==> src/rtl/load_store_unit_pkg.sv <==
// Shared memory-stage definitions: access sizes, LSU state encoding and
// byte-lane helpers used by the load/store unit and its load aligner.
package rv_mem_pkg;

  localparam logic [1:0] SIZE_B = 2'd0;
  localparam logic [1:0] SIZE_H = 2'd1;
  localparam logic [1:0] SIZE_W = 2'd2;

  typedef enum logic [1:0] {
    IDLE = 2'd0,
    MEM  = 2'd1,
    RESP = 2'd2
  } lsu_state_t;

  function automatic logic [3:0] lane_be(input logic [1:0] size, input logic [1:0] off);
    case (size)
      SIZE_B:  lane_be = 4'b0001 << off;
      SIZE_H:  lane_be = 4'b0011 << off;
      default: lane_be = 4'b1111;
    endcase
  endfunction

  // Size 3 is never legal; halves need an even address, words a 4-aligned one.
  function automatic logic misaligned(input logic [1:0] size, input logic [1:0] off);
    case (size)
      SIZE_B:  misaligned = 1'b0;
      SIZE_H:  misaligned = off[0];
      SIZE_W:  misaligned = (off != 2'b00);
      default: misaligned = 1'b1;
    endcase
  endfunction

  function automatic logic [31:0] store_lanes(input logic [1:0] size, input logic [31:0] wdata);
    case (size)
      SIZE_B:  store_lanes = {4{wdata[7:0]}};
      SIZE_H:  store_lanes = {2{wdata[15:0]}};
      default: store_lanes = wdata;
    endcase
  endfunction

endpackage

==> src/rtl/load_store_unit_if.sv <==
// Execute-side request, data-memory and writeback signals of the load/store unit.
// master = execute stage plus data memory; slave = the load/store unit.
interface load_store_unit_if #(
  parameter int ADDR_W = 32,
  parameter int DATA_W = 32
);
  // Handshakes: a request transfers on a clock edge where req_valid && req_ready;
  // execute holds req_* stable until then. dm_req and its payload stay stable
  // until the edge where dm_ack is high; dm_rdata is valid in that same cycle.
  logic              req_valid;
  logic              req_ready;
  logic              req_we;
  logic [1:0]        req_size;
  logic              req_unsigned;
  logic [ADDR_W-1:0] req_addr;
  logic [DATA_W-1:0] req_wdata;
  logic [4:0]        req_rd;

  logic              dm_req;
  logic              dm_we;
  logic [ADDR_W-1:0] dm_addr;
  logic [DATA_W-1:0] dm_wdata;
  logic [3:0]        dm_be;
  logic              dm_ack;
  logic [DATA_W-1:0] dm_rdata;

  logic              wb_valid;
  logic [4:0]        wb_rd;
  logic [DATA_W-1:0] wb_data;
  logic              err_misalign;

  modport master (
    output req_valid, req_we, req_size, req_unsigned, req_addr, req_wdata, req_rd,
    output dm_ack, dm_rdata,
    input  req_ready, dm_req, dm_we, dm_addr, dm_wdata, dm_be,
    input  wb_valid, wb_rd, wb_data, err_misalign
  );

  modport slave (
    input  req_valid, req_we, req_size, req_unsigned, req_addr, req_wdata, req_rd,
    input  dm_ack, dm_rdata,
    output req_ready, dm_req, dm_we, dm_addr, dm_wdata, dm_be,
    output wb_valid, wb_rd, wb_data, err_misalign
  );
endinterface

==> src/rtl/load_store_unit_load_align.sv <==
// Combinational load extract: picks the addressed byte/half out of a full
// memory word and sign- or zero-extends it to 32 bits.
module lsu_load_align
  import rv_mem_pkg::*;
(
  input  logic [31:0] rdata,
  input  logic [1:0]  size,
  input  logic [1:0]  off,
  input  logic        is_unsigned,
  output logic [31:0] load_data
);

  logic [31:0] shifted;

  always_comb begin
    shifted = rdata >> {off, 3'b000};
    case (size)
      SIZE_B:  load_data = is_unsigned ? {24'h0, shifted[7:0]}
                                       : {{24{shifted[7]}}, shifted[7:0]};
      SIZE_H:  load_data = is_unsigned ? {16'h0, shifted[15:0]}
                                       : {{16{shifted[15]}}, shifted[15:0]};
      default: load_data = rdata;
    endcase
  end

endmodule

==> src/rtl/load_store_unit.sv <==
// Blocking memory stage: accepts one load/store, runs a req/ack access to data
// memory, and returns one extended writeback beat for loads.
module load_store_unit
  import rv_mem_pkg::*;
#(
  parameter int ADDR_W = 32,
  parameter int DATA_W = 32
) (
  input  logic               clk,
  input  logic               rst,
  load_store_unit_if.slave   bus,
  output lsu_state_t         dbg_state
);

  lsu_state_t        state;
  logic              lat_we;
  logic [1:0]        lat_size;
  logic              lat_unsigned;
  logic [1:0]        lat_off;
  logic [4:0]        lat_rd;

  logic              dm_req_q;
  logic              dm_we_q;
  logic [ADDR_W-1:0] dm_addr_q;
  logic [DATA_W-1:0] dm_wdata_q;
  logic [3:0]        dm_be_q;
  logic              wb_valid_q;
  logic [4:0]        wb_rd_q;
  logic [DATA_W-1:0] wb_data_q;
  logic              err_q;
  logic [DATA_W-1:0] load_data;

  lsu_load_align u_load_align (
    .rdata       (bus.dm_rdata),
    .size        (lat_size),
    .off         (lat_off),
    .is_unsigned (lat_unsigned),
    .load_data   (load_data)
  );

  always_ff @(posedge clk) begin
    if (rst) begin
      state        <= IDLE;
      lat_we       <= 1'b0;
      lat_size     <= 2'd0;
      lat_unsigned <= 1'b0;
      lat_off      <= 2'd0;
      lat_rd       <= 5'd0;
      dm_req_q     <= 1'b0;
      dm_we_q      <= 1'b0;
      dm_addr_q    <= '0;
      dm_wdata_q   <= '0;
      dm_be_q      <= 4'd0;
      wb_valid_q   <= 1'b0;
      wb_rd_q      <= 5'd0;
      wb_data_q    <= '0;
      err_q        <= 1'b0;
    end else begin
      err_q      <= 1'b0;
      wb_valid_q <= 1'b0;
      case (state)
        IDLE: begin
          if (bus.req_valid) begin
            lat_we       <= bus.req_we;
            lat_size     <= bus.req_size;
            lat_unsigned <= bus.req_unsigned;
            lat_off      <= bus.req_addr[1:0];
            lat_rd       <= bus.req_rd;
            if (misaligned(bus.req_size, bus.req_addr[1:0])) begin
              err_q <= 1'b1;
            end else begin
              state      <= MEM;
              dm_req_q   <= 1'b1;
              dm_we_q    <= bus.req_we;
              dm_addr_q  <= {bus.req_addr[ADDR_W-1:2], 2'b00};
              dm_wdata_q <= store_lanes(bus.req_size, bus.req_wdata);
              dm_be_q    <= bus.req_we ? lane_be(bus.req_size, bus.req_addr[1:0]) : 4'b1111;
            end
          end
        end
        MEM: begin
          if (bus.dm_ack) begin
            dm_req_q <= 1'b0;
            if (lat_we) begin
              state <= IDLE;
            end else begin
              state     <= RESP;
              wb_data_q <= load_data;
            end
          end
        end
        RESP: begin
          // x0 is hard-wired zero, so its writeback strobe is suppressed.
          wb_valid_q <= (lat_rd != 5'd0);
          wb_rd_q    <= lat_rd;
          state      <= IDLE;
        end
        default: state <= IDLE;
      endcase
    end
  end

  assign bus.req_ready    = (state == IDLE);
  assign bus.dm_req       = dm_req_q;
  assign bus.dm_we        = dm_we_q;
  assign bus.dm_addr      = dm_addr_q;
  assign bus.dm_wdata     = dm_wdata_q;
  assign bus.dm_be        = dm_be_q;
  assign bus.wb_valid     = wb_valid_q;
  assign bus.wb_rd        = wb_rd_q;
  assign bus.wb_data      = wb_data_q;
  assign bus.err_misalign = err_q;
  assign dbg_state        = state;

endmodule

==> src/flat_wrapper.sv <==
// flat-port wrapper written by rule: the top's interface ports become plain ports
module load_store_unit_flat import rv_mem_pkg::*;
#(
  parameter int ADDR_W = 32,
  parameter int DATA_W = 32
)
  (clk, rst, dbg_state, bus_req_valid, bus_req_we, bus_req_size, bus_req_unsigned, bus_req_addr, bus_req_wdata, bus_req_rd, bus_dm_ack, bus_dm_rdata, bus_req_ready, bus_dm_req, bus_dm_we, bus_dm_addr, bus_dm_wdata, bus_dm_be, bus_wb_valid, bus_wb_rd, bus_wb_data, bus_err_misalign);
  load_store_unit_if #(.ADDR_W(ADDR_W), .DATA_W(DATA_W)) bus_i ();
  input  logic clk;
  input  logic rst;
  output lsu_state_t dbg_state;
  input wire logic [$bits(bus_i.req_valid)-1:0] bus_req_valid;
  input wire logic [$bits(bus_i.req_we)-1:0] bus_req_we;
  input wire logic [$bits(bus_i.req_size)-1:0] bus_req_size;
  input wire logic [$bits(bus_i.req_unsigned)-1:0] bus_req_unsigned;
  input wire logic [$bits(bus_i.req_addr)-1:0] bus_req_addr;
  input wire logic [$bits(bus_i.req_wdata)-1:0] bus_req_wdata;
  input wire logic [$bits(bus_i.req_rd)-1:0] bus_req_rd;
  input wire logic [$bits(bus_i.dm_ack)-1:0] bus_dm_ack;
  input wire logic [$bits(bus_i.dm_rdata)-1:0] bus_dm_rdata;
  output wire logic [$bits(bus_i.req_ready)-1:0] bus_req_ready;
  output wire logic [$bits(bus_i.dm_req)-1:0] bus_dm_req;
  output wire logic [$bits(bus_i.dm_we)-1:0] bus_dm_we;
  output wire logic [$bits(bus_i.dm_addr)-1:0] bus_dm_addr;
  output wire logic [$bits(bus_i.dm_wdata)-1:0] bus_dm_wdata;
  output wire logic [$bits(bus_i.dm_be)-1:0] bus_dm_be;
  output wire logic [$bits(bus_i.wb_valid)-1:0] bus_wb_valid;
  output wire logic [$bits(bus_i.wb_rd)-1:0] bus_wb_rd;
  output wire logic [$bits(bus_i.wb_data)-1:0] bus_wb_data;
  output wire logic [$bits(bus_i.err_misalign)-1:0] bus_err_misalign;
  assign bus_i.req_valid = bus_req_valid;
  assign bus_i.req_we = bus_req_we;
  assign bus_i.req_size = bus_req_size;
  assign bus_i.req_unsigned = bus_req_unsigned;
  assign bus_i.req_addr = bus_req_addr;
  assign bus_i.req_wdata = bus_req_wdata;
  assign bus_i.req_rd = bus_req_rd;
  assign bus_i.dm_ack = bus_dm_ack;
  assign bus_i.dm_rdata = bus_dm_rdata;
  assign bus_req_ready = bus_i.req_ready;
  assign bus_dm_req = bus_i.dm_req;
  assign bus_dm_we = bus_i.dm_we;
  assign bus_dm_addr = bus_i.dm_addr;
  assign bus_dm_wdata = bus_i.dm_wdata;
  assign bus_dm_be = bus_i.dm_be;
  assign bus_wb_valid = bus_i.wb_valid;
  assign bus_wb_rd = bus_i.wb_rd;
  assign bus_wb_data = bus_i.wb_data;
  assign bus_err_misalign = bus_i.err_misalign;
  load_store_unit #(.ADDR_W(ADDR_W), .DATA_W(DATA_W)) u_core (.clk(clk), .rst(rst), .bus(bus_i), .dbg_state(dbg_state));
endmodule
==> config.mk <==
export PLATFORM = sky130hd
export DESIGN_NAME = load_store_unit_flat
export DESIGN_NICKNAME = d
export VERILOG_FILES = /design/src/rtl/load_store_unit_pkg.sv /design/src/rtl/load_store_unit_if.sv /design/src/rtl/load_store_unit_load_align.sv /design/src/rtl/load_store_unit.sv /design/src/flat_wrapper.sv
export SDC_FILE = /design/constraint.sdc
export NUM_CORES = 1
export LEC_CHECK = 0
export ABC_AREA = 1
export BUFFER_PORTS_ARGS = -buffer_cell sky130_fd_sc_hd__buf_2
export CAP_MARGIN = 20
export CELL_PAD_IN_SITES_DETAIL_PLACEMENT = 1
export CELL_PAD_IN_SITES_GLOBAL_PLACEMENT = 1
export CORE_ASPECT_RATIO = 0.9
export CORE_MARGIN = 2
export CORE_UTILIZATION = 26
export CTS_BUF_LIST = sky130_fd_sc_hd__clkbuf_4
export CTS_CLUSTER_SIZE = 10
export DETAILED_ROUTE_END_ITERATION = 8
export PLACE_DENSITY_LB_ADDON = 0.1
export SKIP_CTS_REPAIR_TIMING = 1
export SLEW_MARGIN = 0
export SYNTH_ARGS = -nofsm -noshare
export SYNTH_HDL_FRONTEND = slang
export SYNTH_HIERARCHICAL = 1
export SYNTH_SLANG_ARGS = --single-unit
==> constraint.sdc <==
create_clock -name clk -period 2.1 [get_ports clk]
set_input_delay 0 -clock clk [delete_from_list [all_inputs] [get_ports clk]]
set_output_delay 0 -clock clk [all_outputs]
set_load 0.01 [all_outputs]
## Yosys cells after proc, flatten, opt, wreduce, memory -nomap -nowiden

Index checks and enable logic that the tools add are counted.

- Bits in registers: 120
- Input port bits: 109
- Output and inout bits: 112
- Logic and storage cells: 64

- Equal/unequal tests: 8
- Shift operators: 3
- Multiplexer cells: 20
- Bitwise operators: 5
- Reductions and logical operators: 13

Operator list:

| kind | count |
|---|---|
| $pmux W32 S2 | 2 |
| $mux W32 | 2 |
| $shr A32 B5 Y16 | 1 |
| $reduce_and A3 Y1 | 3 |
| $mux W2 | 4 |
| $pmux W4 S2 | 1 |
| $mux W1 | 7 |
| $eq A2 B1 Y1 const B | 3 |
| $logic_not A2 Y1 | 3 |
| $ne A2 B2 Y1 const B | 3 |
| $not A1 Y1 | 5 |
| $reduce_bool A5 Y1 | 1 |
| $eq A2 B2 Y1 const B | 2 |
| $mux W4 | 1 |
| $pmux W2 S2 | 1 |
| $reduce_and A4 Y1 | 1 |
| $reduce_bool A2 Y1 | 2 |
| $shl A1 B2 Y4 const A | 1 |
| $shl A2 B2 Y4 const A | 1 |
| $pmux W1 S3 | 1 |
| $reduce_or A3 Y1 | 1 |
| $pmux W1 S2 | 1 |
| $reduce_and A2 Y1 | 1 |
| $reduce_or A2 Y1 | 1 |

## Logic depth before layout (Yosys ltp)

Gate-level depths: netlist of run 1.

- Word-level depth: 8
- Gate-level depth with buffers: 10
- Gate-level depth less buffers: 8

## Hierarchy

The synthesis of run 1 kept the hierarchy.

By module, submodules not included:

| module | instances | cells each | area an instance (um^2) | seq. area each (um^2) |
|---|---|---|---|---|
| load_store_unit | 1 | 630 | 4638.2 | 2402.3 |
| lsu_load_align | 1 | 174 | 843.3 | 0.0 |

## Least setup slack after synthesis of run 1

OpenSTA, ideal clock, no wires.

- Path kind: register to register
- Start: register u_core.state[1], in the netlist u_core/dbg_state[1]
- End: register u_core.lat_rd[0]
- Library setup time: 0.128 ns
- Data arrival time: 1.277 ns
- Data required time: 1.972 ns
- Slack: 0.696 ns
- Stages on the path, launching flop included: 8
- Path buffers: 1
- Period minus slack after synthesis: 1.404 ns
- Cell sequence: dfxtp_1 -> nor2_2 -> inv_1 -> nor2_1 -> inv_1 -> clkbuf_1 -> o21ai_0 -> a21oi_1

- Longest elaborated chain between the ends: 2

Ends and longest elaborated chain:

| item | RTL line | RTL |
|---|---|---|
| start: declaration | load_store_unit.sv:15 | `lsu_state_t state;` |
| start signal: assignment | load_store_unit.sv:43 | `state <= IDLE;` |
| start signal: assignment | load_store_unit.sv:72 | `state <= MEM;` |
| start signal: assignment | load_store_unit.sv:85 | `state <= IDLE;` |
| $logic_not A2 Y1 | -- |  |
| named net bus_req_ready | flat_wrapper.sv:21 | `output wire logic [$bits(bus_i.req_ready)-1:0] bus_req_ready;` |
| $reduce_and A2 Y1 (no line) | -- |  |
| end signal: assignment | load_store_unit.sv:68 | `lat_rd <= bus.req_rd;` |
| end: declaration | load_store_unit.sv:20 | `logic [4:0] lat_rd;` |

The timed path passes the listed nets, and every way through them passes these cells.
A chain may end at the register's enable or synchronous reset.

## Final worst setup path of run 1

- Start: register u_core.state[1], in the netlist u_core/dbg_state[1]
- End: register u_core.lat_we

- Longest elaborated chain between the ends: 2

Ends and longest elaborated chain:

| item | RTL line | RTL |
|---|---|---|
| $logic_not A2 Y1 | load_store_unit.sv:61 | `case (state)` |
| $reduce_and A2 Y1 (no line) | -- |  |
| end signal: assignment | load_store_unit.sv:64 | `lat_we <= bus.req_we;` |
| end: declaration | load_store_unit.sv:16 | `logic lat_we;` |

No other way between the ends.

==> results of run 1 <==
cells by family after synthesis:
group,count (synthesis),synth area share (%)
AOI/OAI and AO/OA,224,20.9
buffers and inverters,154,12.2
DFF,120,43.8
other,1,0.0684
and+or+nand+nor,305,23.0
final timing paths:
| path | from | to | depth (start not counted) |
|---|---|---|---|
| min reg2reg | u_core/bus.dm_addr[5] | u_core/bus.dm_addr[5] | 2 |
| min | bus_req_wdata[12] | u_core/bus.dm_wdata[12] | 5 |
| max reg2reg | u_core/dbg_state[1] | u_core/lat_we | 7 |
| max | u_core/dbg_state[1] | u_core/lat_we | 7 |
per-layer routing:
layer	share of wire (%)	up-vias	global-route usage, %
met2	46	165	27.2
met4	1.0	0	4.45
met3	6.4	14	6.66
met1	47	2863	23.2
met5	0	-	0
li1	-	3206	-
sequential cells by signal, indices dropped and copies added (netlist names):
name,count
u_core/bus.dm_addr,30
u_core/bus.wb_data,32
u_core/bus.err_misalign,1
u_core/lat_unsigned,1
u_core/bus.wb_valid,1
u_core/bus.dm_we,1
u_core/bus.dm_wdata,32
u_core/lat_rd,5
u_core/lat_off,2
u_core/lat_we,1
u_core/bus.dm_be,4
u_core/lat_size,2
u_core/bus.wb_rd,5
u_core/dbg_state,2
u_core/bus.dm_req,1
worst min-delay path, stage by stage:
cell and delay, ns:
buf_2 0.09, inv_1 0.05, o21ai_0 0.10, o21ai_0 0.17, a21oi_1 0.05
per-stage QoR:
stage / total power, W / hold slack (ns) / setup slack, ns
global placement: 0.00364 / 0.237 / 0.454
detailed placement: 0.00364 / 0.242 / 0.398
global route: 0.00601 / 0.00964 / 0.0629
finish: 0.00562 / -0.0310 / 0.230
CTS: 0.00557 / -0.351 / 0.360
floorplan: 0.00320 / 0.0691 / 0.696
area by class of cell:
class | count | area (um^2)
antenna | 1 | 2.50
clock buffer | 17 | 128
clock inverter | 14 | 183
fill | 2699 | 12500
inverter | 102 | 390
multi-input combinational | 531 | 2420
sequential | 120 | 2400
tap | 286 | 358
timing repair buffer | 351 | 2400
cell usage in the layout, fill, tap and decap left out:
| master | netlist | final |
|---|---|---|
| nor2_8 | 1 | 1 |
| clkinvlp_4 | 0 | 2 |
| o21ai_0 | 141 | 141 |
| nor2_4 | 1 | 1 |
| nand3_4 | 2 | 3 |
| clkinv_1 | 0 | 3 |
| inv_4 | 1 | 1 |
| nand3_1 | 36 | 36 |
| buf_4 | 4 | 17 |
| nor2_1 | 114 | 114 |
| dlygate4sd3_1 | 0 | 114 |
| clkinv_4 | 0 | 3 |
| conb_1 | 1 | 2 |
| o311ai_0 | 1 | 1 |
| bufinv_16 | 0 | 4 |
| inv_6 | 1 | 1 |
| buf_12 | 0 | 2 |
| nand2_1 | 143 | 143 |
| nor3_1 | 3 | 3 |
| dfxtp_1 | 120 | 120 |
| inv_1 | 99 | 98 |
| buf_2 | 18 | 218 |
| nand2_2 | 3 | 3 |
| nor2_2 | 1 | 1 |
| diode_2 | 0 | 1 |
| inv_2 | 1 | 2 |
| o21ai_1 | 2 | 2 |
| clkinv_2 | 0 | 2 |
| clkbuf_4 | 0 | 17 |
| o211ai_1 | 8 | 8 |
| a21oi_1 | 72 | 72 |
power groups by stage:
stage / logic, W / clock network [W] / registers (W)
after floorplan: 0.000578 / 0 / 0.00262
after global placement: 0.00107 / 0 / 0.00257
after detailed placement: 0.00108 / 0 / 0.00257
after CTS: 0.00108 / 0.00197 / 0.00252
after global routing: 0.00141 / 0.00206 / 0.00254
final: 0.00124 / 0.00186 / 0.00252
==> results.yml, run 1 <==
outcome:
  status: "finished, violations left"
  violations: "hold timing"
power_and_ir_drop:
  switching_share_pct: 30.6
  internal_power_w: 0.00390
  pwr-share-seq_pct: 44.8
  power.switching_w: 0.00172
  power_density_mw_per_mm2: 679
  clkPwrFrac_pct: 33.2
  vdd_drop_max_uv: 304
  p_leak_nw: 3.98
  comb_power_share_pct: 22.1
placed_design:
  portBuffers: 218
  gp_congestion: 0.793
  dp.cells: 1276
  place_area_mm2: 0.00683
  dp.final_hpwl_um: 14200
cts:
  cts_tree: "built"
  clock_latency_ns: 0.53
  cts_buffer_depth: 2
  clockRootBuffer: "clkbuf_4"
  cts_buffers: 17
  ctsHtreeMaxLevel: 4
  path_clk_slew_ns: 0.12
  clock-sinks: 120
sta:
  fin_worst_skew_ns: 0.0196
  slew_headroom_pct: 63.2
  period_minus_slack_ns: 1.87
  worst_slew_pin_slew_ns: 0.549
  rsz0062_at_grt: "false"
  setup_violations: 0
  hold_ws_ns: -0.0310
  hold_viol_final: 1
  setup_tns_ns: 0
  slew_viol_final: 0
  fmax_mhz: 535
  period_share_pct: 89.1
finish:
  stdcell_area_mm2: 0.00828
  syn2layout_area_growth_pct: 51.1
  finalCoreUtilization_pct: 39.9
  fin_nets: 1232
  final-instance-count-excl-fill: 1422
  drive_gt1_share_pct: 24.5
setup_path:
  critical-path-max-stage-delay_ns: 0.55
  r2r_slack_ns: 0.23
  end_kind: "register"
  worstSetupPathType: "reg -> reg"
  crit_arrival_ns: 2.28
  crit_fanout: 11
  critPathRequiredTime_ns: 2.51
  slowest_stage: "dlygate4sd3_1"
  worstPathCellList: "nor2_2, inv_1, nor2_1, inv_1, nand2_1, a21oi_1, dlygate4sd3_1"
  timing.critical_path.buf_inv: 3
  crit_top_cell: "inv_1"
  crit_family: "buffers and inverters"
  critPathLaunchType: "register"
routing:
  first_pass_iters: 4
  remaining_drc_errors: 0
  avgViaCountPerCell: 4.39
  drt_iter0_markers: 294
  drt_wl_total_um: 20500
  wl_per_cell_um: 14.4
  ant_nets: 0
  vias: 6248
synthesis:
  synth_edf_count: 0
  synth_cell_types: 27
  synthTopCellsByCount: "nand2_1 (143), o21ai_0 (141), dfxtp_1 (120)"
  netlist_top_cells_area: "dfxtp_1 (44%), o21ai_0 (13%), nand2_1 (9.8%), nor2_1 (7.8%), inv_1 (6.8%)"
  synth_area_mm2: 0.00548
  synthCells: 804
  synth_top_area_share_pct: 43.8
  dominantRegCellSynth: "dfxtp_1"
  synth_most_common_cell: "nand2_1"
  yosysSeqAreaShare_pct: 43.8
  yosysWarnings: 6
  ys_ff_latch: 120
  yosys.area.top_type: "dfxtp_1"
  syn_avg_cell_area_um2: 6.82
  async_flop_share_pct: 0
global_routing:
  grt_pass1_wl_um: 30700
  grt_pass1_vias: 5703
  globalRouteOverflowTotal: 0
  antenna_found_initial: 1
  grt_max_degree: 75
  grt.total_usage_pct: 17.6
min_path:
  min-delay-path-class: "in -> reg"
floorplanning:
  die_h_um: 142
  core_area_mm2: 0.0208
  ios: 221
  die_x_um: 157
  dieArea_mm2: 0.0223
  start_util_pct: 26.4
  fp-row-count: 50
flow_run:
  maxCapViolCount: 0
Note: power is estimated with default switching activity, not from simulation.
==> run 2: changes to the inputs <==
CORE_MARGIN = unset   (was 2)
==> results.yml, run 2 (synthesis results as in run 1) <==
outcome:
  status: "finished, final reports clean"
cts:
  clockRootBuffer: "clkbuf_4"
  clock_latency_ns: 0.55
  cts_buffers: 17
  ctsHtreeMaxLevel: 4
  cts_tree: "built"
  clock-sinks: 120
  cts_buffer_depth: 2
  path_clk_slew_ns: 0.11
routing:
  wl_per_cell_um: 14.1
  remaining_drc_errors: 0
  drt_iter0_markers: 250
  avgViaCountPerCell: 4.33
  first_pass_iters: 4
  drt_wl_total_um: 20100
  vias: 6187
  ant_nets: 0
placed_design:
  dp.final_hpwl_um: 14000
  gp_congestion: 0.760
  portBuffers: 218
  place_area_mm2: 0.00683
power_and_ir_drop:
  p_leak_nw: 3.97
  power_density_mw_per_mm2: 646
  vdd_drop_max_uv: 305
sta:
  slew_viol_final: 0
  period_share_pct: 86.4
  fmax_mhz: 551
  hold_viol_final: 0
  fin_worst_skew_ns: 0.0213
  setup_violations: 0
  rsz0062_at_grt: "false"
  worst_slew_pin_slew_ns: 0.551
  period_minus_slack_ns: 1.82
  slew_headroom_pct: 63.1
  setup_tns_ns: 0
finish:
  mostFrequentLayoutCells: "buf_2 (218), nand2_1 (143), o21ai_0 (141)"
  syn2layout_area_growth_pct: 50.8
  nFillCells: 2688
  final_common_cell: "buf_2"
  multi_input_area_mm2: 0.00242
  drive_gt1_share_pct: 24.7
  regArea_mm2: 0.00240
  stdcell_area_mm2: 0.00827
  fin_nets: 1236
global_routing:
  grt_pass1_wl_um: 29900
  grt_pass1_vias: 5515
  grt.total_usage_pct: 17.8
  grt_max_degree: 104
  globalRouteOverflowTotal: 0
  antenna_found_initial: 1
setup_path:
  critPathLaunchType: "register"
  crit_fanout: 22
  end_kind: "register"
  worstSetupPathType: "reg -> reg"
  critPathRequiredTime_ns: 2.59
  crit_arrival_ns: 2.31
floorplanning:
  die_x_um: 155
  ios: 221
  die_h_um: 140
  core_area_mm2: 0.0207
  fp-row-count: 50
  start_util_pct: 26.5
  dieArea_mm2: 0.0217
flow_run:
  maxCapViolCount: 0
min_path:
  min-delay-path-class: "in -> reg"
-- run 2: layout make-up --
cell class | instances | share of cell area, %
Tap cell | 286 | 4.33
Clock buffer | 23 | 2.09
Timing Repair Buffer | 355 | 29.5
Clock inverter | 9 | 0.938
Inverter | 102 | 4.72
Sequential cell | 120 | 29.1
Multi-Input combinational cell | 531 | 29.3
Antenna cell | 2 | 0.0605
-- run 2: path summary, 6_finish.rpt --
kind / start / to / slack (ns) / cells after the start
hold / removal: bus_dm_ack / u_core/bus.dm_req / 0.02 / 8
setup reg to reg: u_core/dbg_state[1] / u_core/dbg_state[0] / 0.28 / 5
setup / recovery: u_core/dbg_state[1] / u_core/dbg_state[0] / 0.28 / 5
hold reg to reg: u_core/bus.dm_wdata[18] / u_core/bus.dm_wdata[18] / 0.45 / 2
-- run 2: where the power goes --
group          switching, W  internal, W
registers         0.0000892      0.00243
clock network      0.000920     0.000655
logic              0.000693     0.000550
-- run 2: stage by stage --
step / worst slack (ns) / cells / util [%] / hold slack [ns] / power [W]
final: 0.285 / 1428 / 39.9 / 0.0179 / 0.00534
after global routing: 0.0967 / 1428 / 39.9 / 0.0742 / 0.00571
after CTS: 0.324 / 1308 / 34.2 / -0.371 / 0.00526
after detailed placement: 0.328 / 1276 / 33.0 / 0.242 / 0.00364
after global placement: 0.311 / 1276 / 33.0 / 0.244 / 0.00363
after floorplan: 0.696 / 805 / - / 0.0691 / 0.00320
-- run 2: routing by layer --
| layer | GRT usage (%) | wire length, um |
|---|---|---|
| met3 | 6.76 | 1280 |
| met4 | 4.69 | 190 |
| met2 | 26.6 | 8980 |
| met5 | 0 | 0 |
| met1 | 23.9 | 9620 |
-- run 2: worst max-delay path, stage by stage, from the launching register on --
cell	delay, ns
dfxtp_1	0.35
nor2_2	0.24
nand3_4	0.27
buf_4	0.26
a21oi_1	0.11
dlygate4sd3_1	0.55
==> run 3: changes to the inputs <==
GPL_TIMING_DRIVEN = 0   (was unset)
REMOVE_ABC_BUFFERS = 1   (was unset)
==> results.yml, run 3 (synthesis results as in run 1) <==
outcome:
  status: "finished, final reports clean"
placed_design:
  portBuffers: 218
  dp.final_hpwl_um: 12300
  gp_congestion: 0.758
  dp_slack_ns: -0.633
sta:
  setup_violations: 0
  slew_headroom_pct: 63.1
  fin_ws_ns: 0.160
  rsz0062_at_grt: "false"
  period_share_pct: 92.4
  hold_viol_final: 0
  period_minus_slack_ns: 1.94
  worst_slew_pin_slew_ns: 0.551
  slew_viol_final: 0
  setup_tns_ns: 0
  fin_worst_skew_ns: 0.0179
  fmax_mhz: 515
power_and_ir_drop:
  clkPwrFrac_pct: 32.0
  internal_power_w: 0.00372
  power_density_mw_per_mm2: 662
  p_leak_nw: 3.97
  comb_power_share_pct: 22.5
  power.switching_w: 0.00180
  vdd_drop_max_uv: 294
  pwr-share-seq_pct: 45.5
  switching_share_pct: 32.6
  p_total_w: 0.00552
min_path:
  min-delay-path-class: "in -> reg"
  worstHoldStart: "bus_req_size[1]"
finish:
  final_common_cell: "buf_2"
  nFillCells: 2655
  finalCoreUtilization_pct: 40.3
  fin_nets: 1225
  drive_gt1_share_pct: 24.0
  mostFrequentLayoutCells: "buf_2 (218), nand2_1 (143), o21ai_0 (141)"
  regArea_mm2: 0.00240
  syn2layout_area_growth_pct: 52.1
  multi_input_area_mm2: 0.00243
flow_run:
  maxCapViolCount: 0
cts:
  clock-sinks: 120
  clock_latency_ns: 0.54
  path_clk_slew_ns: 0.13
  cts_buffers: 17
  ctsHtreeMaxLevel: 4
  cts_tree: "built"
  clockRootBuffer: "clkbuf_4"
  cts_buffer_depth: 2
floorplanning:
  fp-row-count: 50
  die_x_um: 155
  ios: 221
  start_util_pct: 26.5
  core_area_mm2: 0.0207
  die_h_um: 140
  dieArea_mm2: 0.0217
routing:
  drt_iter0_markers: 181
  avgViaCountPerCell: 4.38
  drt_wl_total_um: 19200
  vias: 6202
  wl_per_cell_um: 13.5
  ant_nets: 0
  first_pass_iters: 4
  remaining_drc_errors: 0
global_routing:
  grt_max_degree: 90
  grt_pass1_vias: 5536
  antenna_found_initial: 1
  globalRouteOverflowTotal: 0
  grt.total_usage_pct: 16.8
  grt_pass1_wl_um: 28500
setup_path:
  crit_fanout: 86
  end_kind: "register"
  worstSetupStartpoint: "u_core/dbg_state[1]"
  reg2reg_from: "u_core/dbg_state[1]"
  worstSetupPathType: "reg -> reg"
  crit_arrival_ns: 2.37
  slowest_stage: "nand3_4"
  critPathLaunchType: "register"
  worstPathCellList: "nor2_2, nand3_4, buf_16, o21ai_0, a21oi_1"
  critPathRequiredTime_ns: 2.53
  critical-path-max-stage-delay_ns: 0.42
[run 3: changes by cell type in the layout (fill, tap and decap cells not counted)]
cell / delta
inv_6: +7
inv_4: +1
clkinv_2: -4
nor2_4: +1
buf_12: -2
clkbuf_4: -6
inv_2: -1
dlygate4sd3_1: +1
clkinv_4: +2
buf_6: +1
buf_16: +6
bufinv_16: +1
buf_4: -17
nor2_1: -1
[run 3: stage by stage]
step / area (um^2) / instances / hold WS [ns]
floorplan: 5210 / 753 / 0.0691
global route: 8340 / 1417 / 0.0152
finish: 8340 / 1417 / 0.0422
CTS: 7010 / 1291 / -0.370
detailed placement: 6720 / 1259 / 0.248
global placement: 6660 / 1257 / 0.225
[run 3: power by group through the flow]
stage          Combinational, W  Clock [W]  Sequential (W)
6_report                0.00124    0.00177         0.00251
5_1_grt                 0.00139    0.00198         0.00253
4_1_cts                 0.00101    0.00187         0.00254
3_5_place_dp            0.00101          0         0.00259
3_3_place_gp           0.000999          0         0.00258
2_1_floorplan          0.000495          0         0.00264
[run 3: final timing paths]
path	end	slack, ns	depth (start not counted)
setup / recovery	u_core/bus.dm_addr[16]	0.16	5
hold reg to reg	u_core/bus.dm_wdata[18]	0.45	2
hold / removal	u_core/bus.dm_be[1]	0.04	3
setup reg to reg	u_core/bus.dm_addr[16]	0.16	5
[run 3: area by class of cell]
class                      instances  share of cell area (%)
timing repair buffer             344                    29.5
multi-input combinational        531                    29.1
sequential                       120                    28.8
inverter                         102                    4.71
tap                              286                    4.29
clock inverter                    15                    2.00
clock buffer                      17                    1.53
antenna                            2                  0.0600
[run 3: worst max-delay path, delay by kind of cell (launching register included)]
family / cells / cell delay, ns
AND/OR/NAND/NOR: 2 / 0.66
buffers and inverters: 1 / 0.38
flip-flops: 1 / 0.38
AO/OA/AOI/OAI: 2 / 0.36
[run 3: routing by layer]
| layer | share of wire (%) | track usage, % | vias up |
|---|---|---|---|
| met3 | 5.2 | 5.48 | 14 |
| li1 | - | - | 3191 |
| met2 | 47 | 27.5 | 136 |
| met4 | 1.2 | 5.05 | 0 |
| met1 | 46 | 21.0 | 2861 |
| met5 | 0 | 0 | - |
